File: src/rtl/imm_extend_pipe_pkg.sv
// rtl/imm_extend_pipe_pkg.sv - immediate format encodings and decode-field widths
package imm_extend_pipe_pkg;

   localparam int IMMSRC_W = 3;
   localparam int INSTR_W  = 25;
   localparam int TAG_W    = 5;

   // Encodings are shared with the control decoder; keep them in step.
   typedef enum logic [IMMSRC_W-1:0] {
      IMM_I   = 3'b000,
      IMM_S   = 3'b001,
      IMM_B   = 3'b010,
      IMM_J   = 3'b011,
      IMM_U   = 3'b100,
      IMM_Z   = 3'b101,
      IMM_SH  = 3'b110,
      IMM_ILL = 3'b111
   } imm_fmt_e;

endpackage

File: src/rtl/imm_skid_buf.sv
// rtl/imm_skid_buf.sv - generic two-register valid/ready stage with a one-entry skid
module imm_skid_buf #(
   parameter int W = 8
) (
   input  logic         clk,
   input  logic         reset_n,
   input  logic         flush,
   input  logic         in_valid,
   output logic         in_ready,
   input  logic [W-1:0] in_data,
   output logic         out_valid,
   input  logic         out_ready,
   output logic [W-1:0] out_data
);

   logic         skid_valid;
   logic [W-1:0] skid_data;

   // Registered ready: no combinational path from out_ready back to the producer.
   assign in_ready = ~skid_valid;

   always_ff @(posedge clk or negedge reset_n) begin
      if (!reset_n) begin
         out_valid  <= 1'b0;
         out_data   <= '0;
         skid_valid <= 1'b0;
         skid_data  <= '0;
      end else if (flush) begin
         out_valid  <= 1'b0;
         skid_valid <= 1'b0;
      end else if (!out_valid || out_ready) begin
         // The skid entry is older than anything at the input, so it moves up first.
         if (skid_valid) begin
            out_data   <= skid_data;
            out_valid  <= 1'b1;
            skid_valid <= 1'b0;
         end else begin
            out_valid <= in_valid;
            if (in_valid) begin
               out_data <= in_data;
            end
         end
      end else if (in_valid && !skid_valid) begin
         skid_data  <= in_data;
         skid_valid <= 1'b1;
      end
   end

endmodule

File: src/rtl/imm_extend_pipe.sv
// rtl/imm_extend_pipe.sv - pipelined immediate generator at the decode/execute boundary
module imm_extend_pipe
   import imm_extend_pipe_pkg::*;
#(
   parameter int XLEN      = 32,
   parameter int ERR_CNT_W = 8
) (
   input  logic                 clk,
   input  logic                 reset_n,
   input  logic                 flush,
   input  logic                 in_valid,
   output logic                 in_ready,
   input  logic [INSTR_W-1:0]   in_instr,
   input  logic [IMMSRC_W-1:0]  in_immsrc,
   input  logic [TAG_W-1:0]     in_tag,
   output logic                 out_valid,
   input  logic                 out_ready,
   output logic [XLEN-1:0]      out_imm,
   output logic [TAG_W-1:0]     out_tag,
   output logic                 out_illeg,
   output logic [ERR_CNT_W-1:0] err_cnt
);

   localparam int PAYLOAD_W = 1 + TAG_W + XLEN;

   // Bit k of i is instr[k+7]; result is {illeg, imm}.
   function automatic logic [XLEN:0] extend(input logic [INSTR_W-1:0] i,
                                            input logic [IMMSRC_W-1:0] src);
      logic signed [31:0] v;
      logic [XLEN-1:0]    imm;
      logic               illeg;
      v     = '0;
      illeg = 1'b0;
      case (imm_fmt_e'(src))
         IMM_I:   v = {{20{i[24]}}, i[24:13]};
         IMM_S:   v = {{20{i[24]}}, i[24:18], i[4:0]};
         IMM_B:   v = {{20{i[24]}}, i[0], i[23:18], i[4:1], 1'b0};
         IMM_J:   v = {{12{i[24]}}, i[12:5], i[13], i[23:14], 1'b0};
         IMM_U:   v = {i[24:5], 12'b0};
         default: v = '0;
      endcase
      case (imm_fmt_e'(src))
         IMM_Z:   imm = XLEN'(i[12:8]);
         IMM_SH:  imm = (XLEN == 64) ? XLEN'(i[18:13]) : XLEN'(i[17:13]);
         IMM_ILL: begin
            imm   = '0;
            illeg = 1'b1;
         end
         default: imm = XLEN'(v);
      endcase
      return {illeg, imm};
   endfunction

   logic [XLEN:0]      ext;
   logic               accept;
   logic [PAYLOAD_W-1:0] out_data;

   assign ext    = extend(in_instr, in_immsrc);
   assign accept = in_valid & in_ready & ~flush;

   // Counted at acceptance so a later flush cannot hide an illegal beat.
   always_ff @(posedge clk or negedge reset_n) begin
      if (!reset_n) begin
         err_cnt <= '0;
      end else if (accept && ext[XLEN] && !(&err_cnt)) begin
         err_cnt <= err_cnt + 1'b1;
      end
   end

   imm_skid_buf #(.W(PAYLOAD_W)) u_skid (
      .clk       (clk),
      .reset_n   (reset_n),
      .flush     (flush),
      .in_valid  (in_valid),
      .in_ready  (in_ready),
      .in_data   ({ext[XLEN], in_tag, ext[XLEN-1:0]}),
      .out_valid (out_valid),
      .out_ready (out_ready),
      .out_data  (out_data)
   );

   assign {out_illeg, out_tag, out_imm} = out_data;

   a_immsrc_known: assert property (@(posedge clk) disable iff (!reset_n)
      in_valid |-> !$isunknown(in_immsrc));

endmodule

File: config.mk
export PLATFORM = sky130hd
export DESIGN_NAME = imm_extend_pipe
export DESIGN_NICKNAME = d
export VERILOG_FILES = /design/src/rtl/imm_extend_pipe_pkg.sv /design/src/rtl/imm_skid_buf.sv /design/src/rtl/imm_extend_pipe.sv
export SDC_FILE = /design/constraint.sdc
export NUM_CORES = 1
export LEC_CHECK = 0
export ABC_AREA = 1
export BUFFER_PORTS_ARGS = -buffer_cell sky130_fd_sc_hd__buf_2
export CAP_MARGIN = 20
export CORE_UTILIZATION = 40
export CTS_BUF_LIST = sky130_fd_sc_hd__clkbuf_16
export DETAILED_ROUTE_END_ITERATION = 12
export GPL_ROUTABILITY_DRIVEN = 0
export PLACE_DENSITY = 0.62
export SLEW_MARGIN = 20
export SYNTH_ARGS = -nofsm -noshare
export SYNTH_HDL_FRONTEND = slang
export SYNTH_SLANG_ARGS = --single-unit
File: constraint.sdc
create_clock -name clk -period 4.1 [get_ports clk]
set_clock_uncertainty 0.1 [all_clocks]
set_input_delay 0.615 -clock clk [delete_from_list [all_inputs] [get_ports clk]]
set_output_delay 0.615 -clock clk [all_outputs]
set_load 0.05 [all_outputs]
# [Word-level counts from Yosys, hierarchy flattened]
# Cells that the tools add are included.
[totals] output_inout_bits=48 rom_bits=0 wordCells=43 inputBits=38 mem_bits_rw=0 latch_bits=0 mem_count=0 register_bits=86
[op_classes] n_div=0 n_eq_ne=7 mux=11 n_bitwise=5 multipliers=0 shift=0 n_reduce_logical=14 n_lt_le_gt_ge=0 addsub=1
[ops] op="$pmux W32 S5" n=1
[ops] op="$pmux W32 S3" n=1
[ops] op="$mux W38" n=2
[ops] op="$eq A3 B3 Y1 const B" n=4
[ops] op="$add A8 B1 Y8 const B" n=1
[ops] op="$reduce_and A8 Y1" n=1
[ops] op="$mux W1" n=7
[ops] op="$eq A3 B2 Y1 const B" n=2
[ops] op="$reduce_and A3 Y1" n=2
[ops] op="$reduce_bool A2 Y1" n=2
[ops] op="$eq A3 B1 Y1 const B" n=1
[ops] op="$logic_and A1 B1 Y1" n=3
[ops] op="$logic_not A1 Y1" n=3
[ops] op="$logic_not A3 Y1" n=1
[ops] op="$not A1 Y1" n=3
[ops] op="$reduce_bool A3 Y1" n=1
[ops] op="$and A1 B1 Y1" n=2
[ops] op="$logic_or A1 B1 Y1" n=1

# [Logic depth before layout (Yosys ltp)]
[logic_depth] ltp_word=5 mapped_depth=10 depth_no_buf=9

# [Cells and area by module]
# A second synthesis with hierarchy kept.
[hier_totals] cells_unflattened=647 hier_area_um2=4520.6
[modules_own_cells] mod="imm_skid_buf" cells_per_inst=469 seq_area_each_um2=1951.9 n_inst=1 area_per_inst_um2=3563.4
[modules_own_cells] mod="imm_extend_pipe" cells_per_inst=178 seq_area_each_um2=200.2 n_inst=1 area_per_inst_um2=957.2

# [Worst setup path before layout]
# OpenSTA, ideal clock, no wires.
[synth_path] kind="register -> register" from="register err_cnt[1]" to="register err_cnt[3]" required_time_ns=3.880 path_buffers=0 path_stages_with_launch=9 arrival_time_ns=1.561 period_less_slack_ns=1.781 setup_time_ns=0.120 path_slack_ns=2.319 cell_sequence="dfrtp_1 -> ha_1 -> nand3_1 -> nor2_2 -> nand2_1 -> nand2_4 -> clkinv_4 -> nand3b_1 -> nand2_1"
[synth_via] elab_chain_cells=3 elab_cells_between_ends=4 classes_between="add/sub (1); reduce/logical (3)"
[synth_lines] element="start: declaration" line_no="imm_extend_pipe.sv:21" text="output logic [ERR_CNT_W-1:0] err_cnt"
[synth_lines] element="start signal: assignment" line_no="imm_extend_pipe.sv:66" text="err_cnt <= err_cnt + 1'b1;"
[synth_lines] element="parallel branches: the longest is 3 deep, another holds $add A8 B1 Y8"
# Parallel ways; which one is timed is not known.
# A chain may end at the register's enable or synchronous reset.

# [Worst setup path after layout]
[layout_path] from="register u_skid.skid_valid" to="output port in_ready"
[layout_via] elab_chain_cells=1
[layout_lines] element="start: declaration" line_no="imm_skid_buf.sv:16" text="logic skid_valid;"
[layout_lines] element="start signal: assignment" line_no="imm_skid_buf.sv:26" text="skid_valid <= 1'b0;"
[layout_lines] element="start signal: assignment" line_no="imm_skid_buf.sv:30" text="skid_valid <= 1'b0;"
[layout_lines] element="start signal: assignment" line_no="imm_skid_buf.sv:36" text="skid_valid <= 1'b0;"
[layout_lines] element="$not A1 Y1" line_no="imm_skid_buf.sv:20" text="assign in_ready = ~skid_valid;"
[layout_lines] element="end: declaration" line_no="imm_extend_pipe.sv:12" text="output logic in_ready,"
# Every way passes these cells.

==> results by group <==
Setup path
  • Kind of critical path: reg -> out
  • WP data required: 3.38 ns
  • CP Launch Type: register
  • Cell breakdown of the critical path: inv_2 > buf_2
  • Crit-path max cell delay: 0.58 ns
  • Crit path max-delay family: buffers and inverters
  • CP Buf/Inv Count: 2
  • Setup crit end kind: primary output
  • Worst-path fanout max: 45
  • Slowest stage cell, crit path: inv_2
  • Data arrival, critical path: 1.76 ns

Pwr
  • PwrDens: 507 mW/mm^2
  • Logic pwr share: 27.4%
  • LEAKAGE: 2.69 nW
  • Overall power: 2.54 mW
  • Max VDD drop: 0.305 mV
  • Clock network power share: 29.0%
  • Internal cell power: 1.60 mW
  • P_sw: 0.936 mW
  • Sw Ratio: 36.9%
  • Reg power frac: 43.7%

Floorplanning
  • Die ar.: 0.0113 sq mm
  • Io pins: 86
  • Initial Util: 41.7%
  • # rows: 37
  • Die Height: 106 um
  • Chip width: 106 um
  • Core area: 0.0105 sq mm

Routing
  • Vias: 3835
  • Drt wl/cell: 13.7 um
  • Vias per Instance: 5.05
  • DRC: 0
  • Initial DRC count: 215
  • Routed WL: 10400 um
  • Post-route ant nets: 0
  • DRT Pass-1 Iters: 5

CTS
  • CTS Buffer Depth: 2
  • Root buffer cell: clkbuf_16
  • Post-CTS Setup Repair Bufs: 0
  • CTS tree: done
  • TritonCTS Buffers: 9
  • Clk slew on worst S/H paths: 0.06 ns
  • Clock latency on the worst-skew pair: 0.33 ns
  • Number of hold buffers added after CTS: 0
  • Sink Count: 86
  • CTS resizes: 0
  • Htree depth: 3

Finish
  • Layout area overhead: 14.8%
  • Nets: 659
  • Finished Layout Cells: 760
  • Share of cells above drive strength 1: 19.7%
  • Antenna diodes: 0
  • Post-layout util: 47.9%

STA
  • Hold Vio Cnt, Final: 0
  • Final period util: 60.5%
  • TNS Setup: 0 ns
  • Fmax achieved: 0.403 GHz
  • Hold WS: 0.256 ns
  • Post-layout min period: 2.48 ns
  • Transition time of the tightest slew-check pin: 0.822 ns
  • Final-report max-slew violation count: 0
  • Unrepaired setup endpoints after global routing: false
  • # setup viols final: 0
  • Slew headroom: 45.1%

GRT
  • Gr ovfl total: 0
  • Number of antenna violations at the first check in global routing: 0
  • Gr usage total: 19.7%
  • Largest net degree at the start of global routing: 62
  • Global-route wire length before repair: 17500 um
  • Number of global-route vias before repair: 3620

Logic synthesis
  • Mean Syn Cell Area: 7.92 sq um
  • Syn Nets: 590
  • Synth area leaders: dfrtp_1 (49%), nand2_1 (18%), o21ai_1 (4.0%), nor2_1 (3.9%), o21ai_0 (3.7%)
  • Synthesized cell area: 0.00436 sq mm
  • Most common cell in the netlist: nand2_1
  • Synth Flop Type: dfrtp_1
  • Most frequent cells after synthesis: nand2_1 (213), dfrtp_1 (86), nor2_1 (45)
  • Ys Warns: 0
  • Cells after Synth: 551
  • Area leader, netlist: dfrtp_1
  • Post-synth EDFFs: 0
  • Seq/Total Area, Yosys: 49.3%
  • Top-area cell type share of the netlist area: 49.3%
  • Post-synth ARST share: 100%
  • #FFs+latches synth: 86
  • Synth cell types: 30

Run
  • Max-cap violations: 0

Outcome
  • Status: finished clean

Placement
  • DP HPWL: 6840 um
  • Port bufs: 85
  • Inst Count DP: 745

Min path
  • Worst hold path type: in -> async
## state kept, by name (all words and copies together), names as in the netlist
signal,flops
err_cnt,8
u_skid.skid_data,38
u_skid.skid_valid,1
u_skid.out_valid,1
u_skid.out_data,38
## path summary, 6_finish.rpt
kind,start,endpoint,slack (ns),cells after the start
min in group clk,u_skid.skid_data[6]$_DFFE_PN0P_,u_skid.skid_data[6]$_DFFE_PN0P_,0.38,2
hold reg to reg,u_skid.skid_data[6]$_DFFE_PN0P_,u_skid.skid_data[6]$_DFFE_PN0P_,0.38,2
hold / removal,reset_n,err_cnt[4]$_DFFE_PN0P_,0.26,1
setup reg to reg,u_skid.skid_valid$_DFFE_PN0P_,u_skid.out_data[2]$_DFFE_PN0P_,1.95,6
setup / recovery,u_skid.skid_valid$_DFFE_PN0P_,in_ready,1.62,2
max in group asynchronous,reset_n,u_skid.skid_data[37]$_DFFE_PN0P_,2.79,2
## routing by layer
metal	vias up	track usage, %	share of wire, %	wire length [um]
li1	1903	-	-	-
met1	1804	26.4	49	5070
met2	120	32.1	45	4650
met3	8	3.68	5.5	566
met4	0	6.26	0.92	95
met5	-	0	0	0
## kinds of logic (layout without fill, tap and decap cells)
group | count (synthesis) | after routing | share of synthesized area, %
buf+inv | 66 | 139 | 8.75
fa+ha+maj | 1 | 1 | 0.287
xor+xnor | 6 | 6 | 1.20
compound gates | 87 | 87 | 10.7
flops | 86 | 86 | 49.3
simple gates | 305 | 305 | 29.8
## cell type report
type / count / area (sq um)
Multi-Input combinational cell: 399 / 1830
Clock buffer: 9 / 225
Tap cell: 136 / 170
Inverter: 36 / 141
Sequential cell: 86 / 2150
Fill cell: 1084 / 5460
Clock inverter: 6 / 38.8
Timing Repair Buffer: 88 / 450
## power groups by stage
stage / sequential, mW / clock, mW / combinational (mW)
2_1_floorplan: 1.38 / 0 / 0.265
3_3_place_gp: 1.12 / 0 / 0.688
3_5_place_dp: 1.12 / 0 / 0.700
4_1_cts: 1.11 / 0.758 / 0.701
5_1_grt: 1.13 / 0.781 / 0.764
6_report: 1.11 / 0.735 / 0.694
## through the flow
stage          area, sq um  setup slack [ns]
5_1_grt               5010              1.51
6_report              5010              1.62
2_1_floorplan         4360              2.32
3_3_place_gp          4740              1.60
3_5_place_dp          4740              1.53
4_1_cts               5010              1.61
## cells in the final DEF, fill, tap and decap left out, types with 2 or more instances in the layout
master,instances
a21oi_1,5
a31oi_1,13
buf_2,84
buf_4,4
clkbuf_16,9
clkinv_1,2
clkinvlp_4,3
dfrtp_1,86
inv_1,29
inv_2,5
nand2_1,213
nand2_2,2
nand2_4,5
nand3_1,13
nand4_1,18
nor2_1,45
nor2_2,3
nor2_4,2
o21ai_0,32
o21ai_1,35
xnor2_1,4
xor2_1,2
## worst reg2reg max path, stage by stage, from the launching register on
cell and delay [ns]:
dfrtp_1 0.46, o21ai_4 0.11, nor2_4 0.51, inv_2 0.52
a21oi_1 0.27, nand2_1 0.07, nand2_1 0.05
Note: power is estimated with default switching activity, not from simulation.
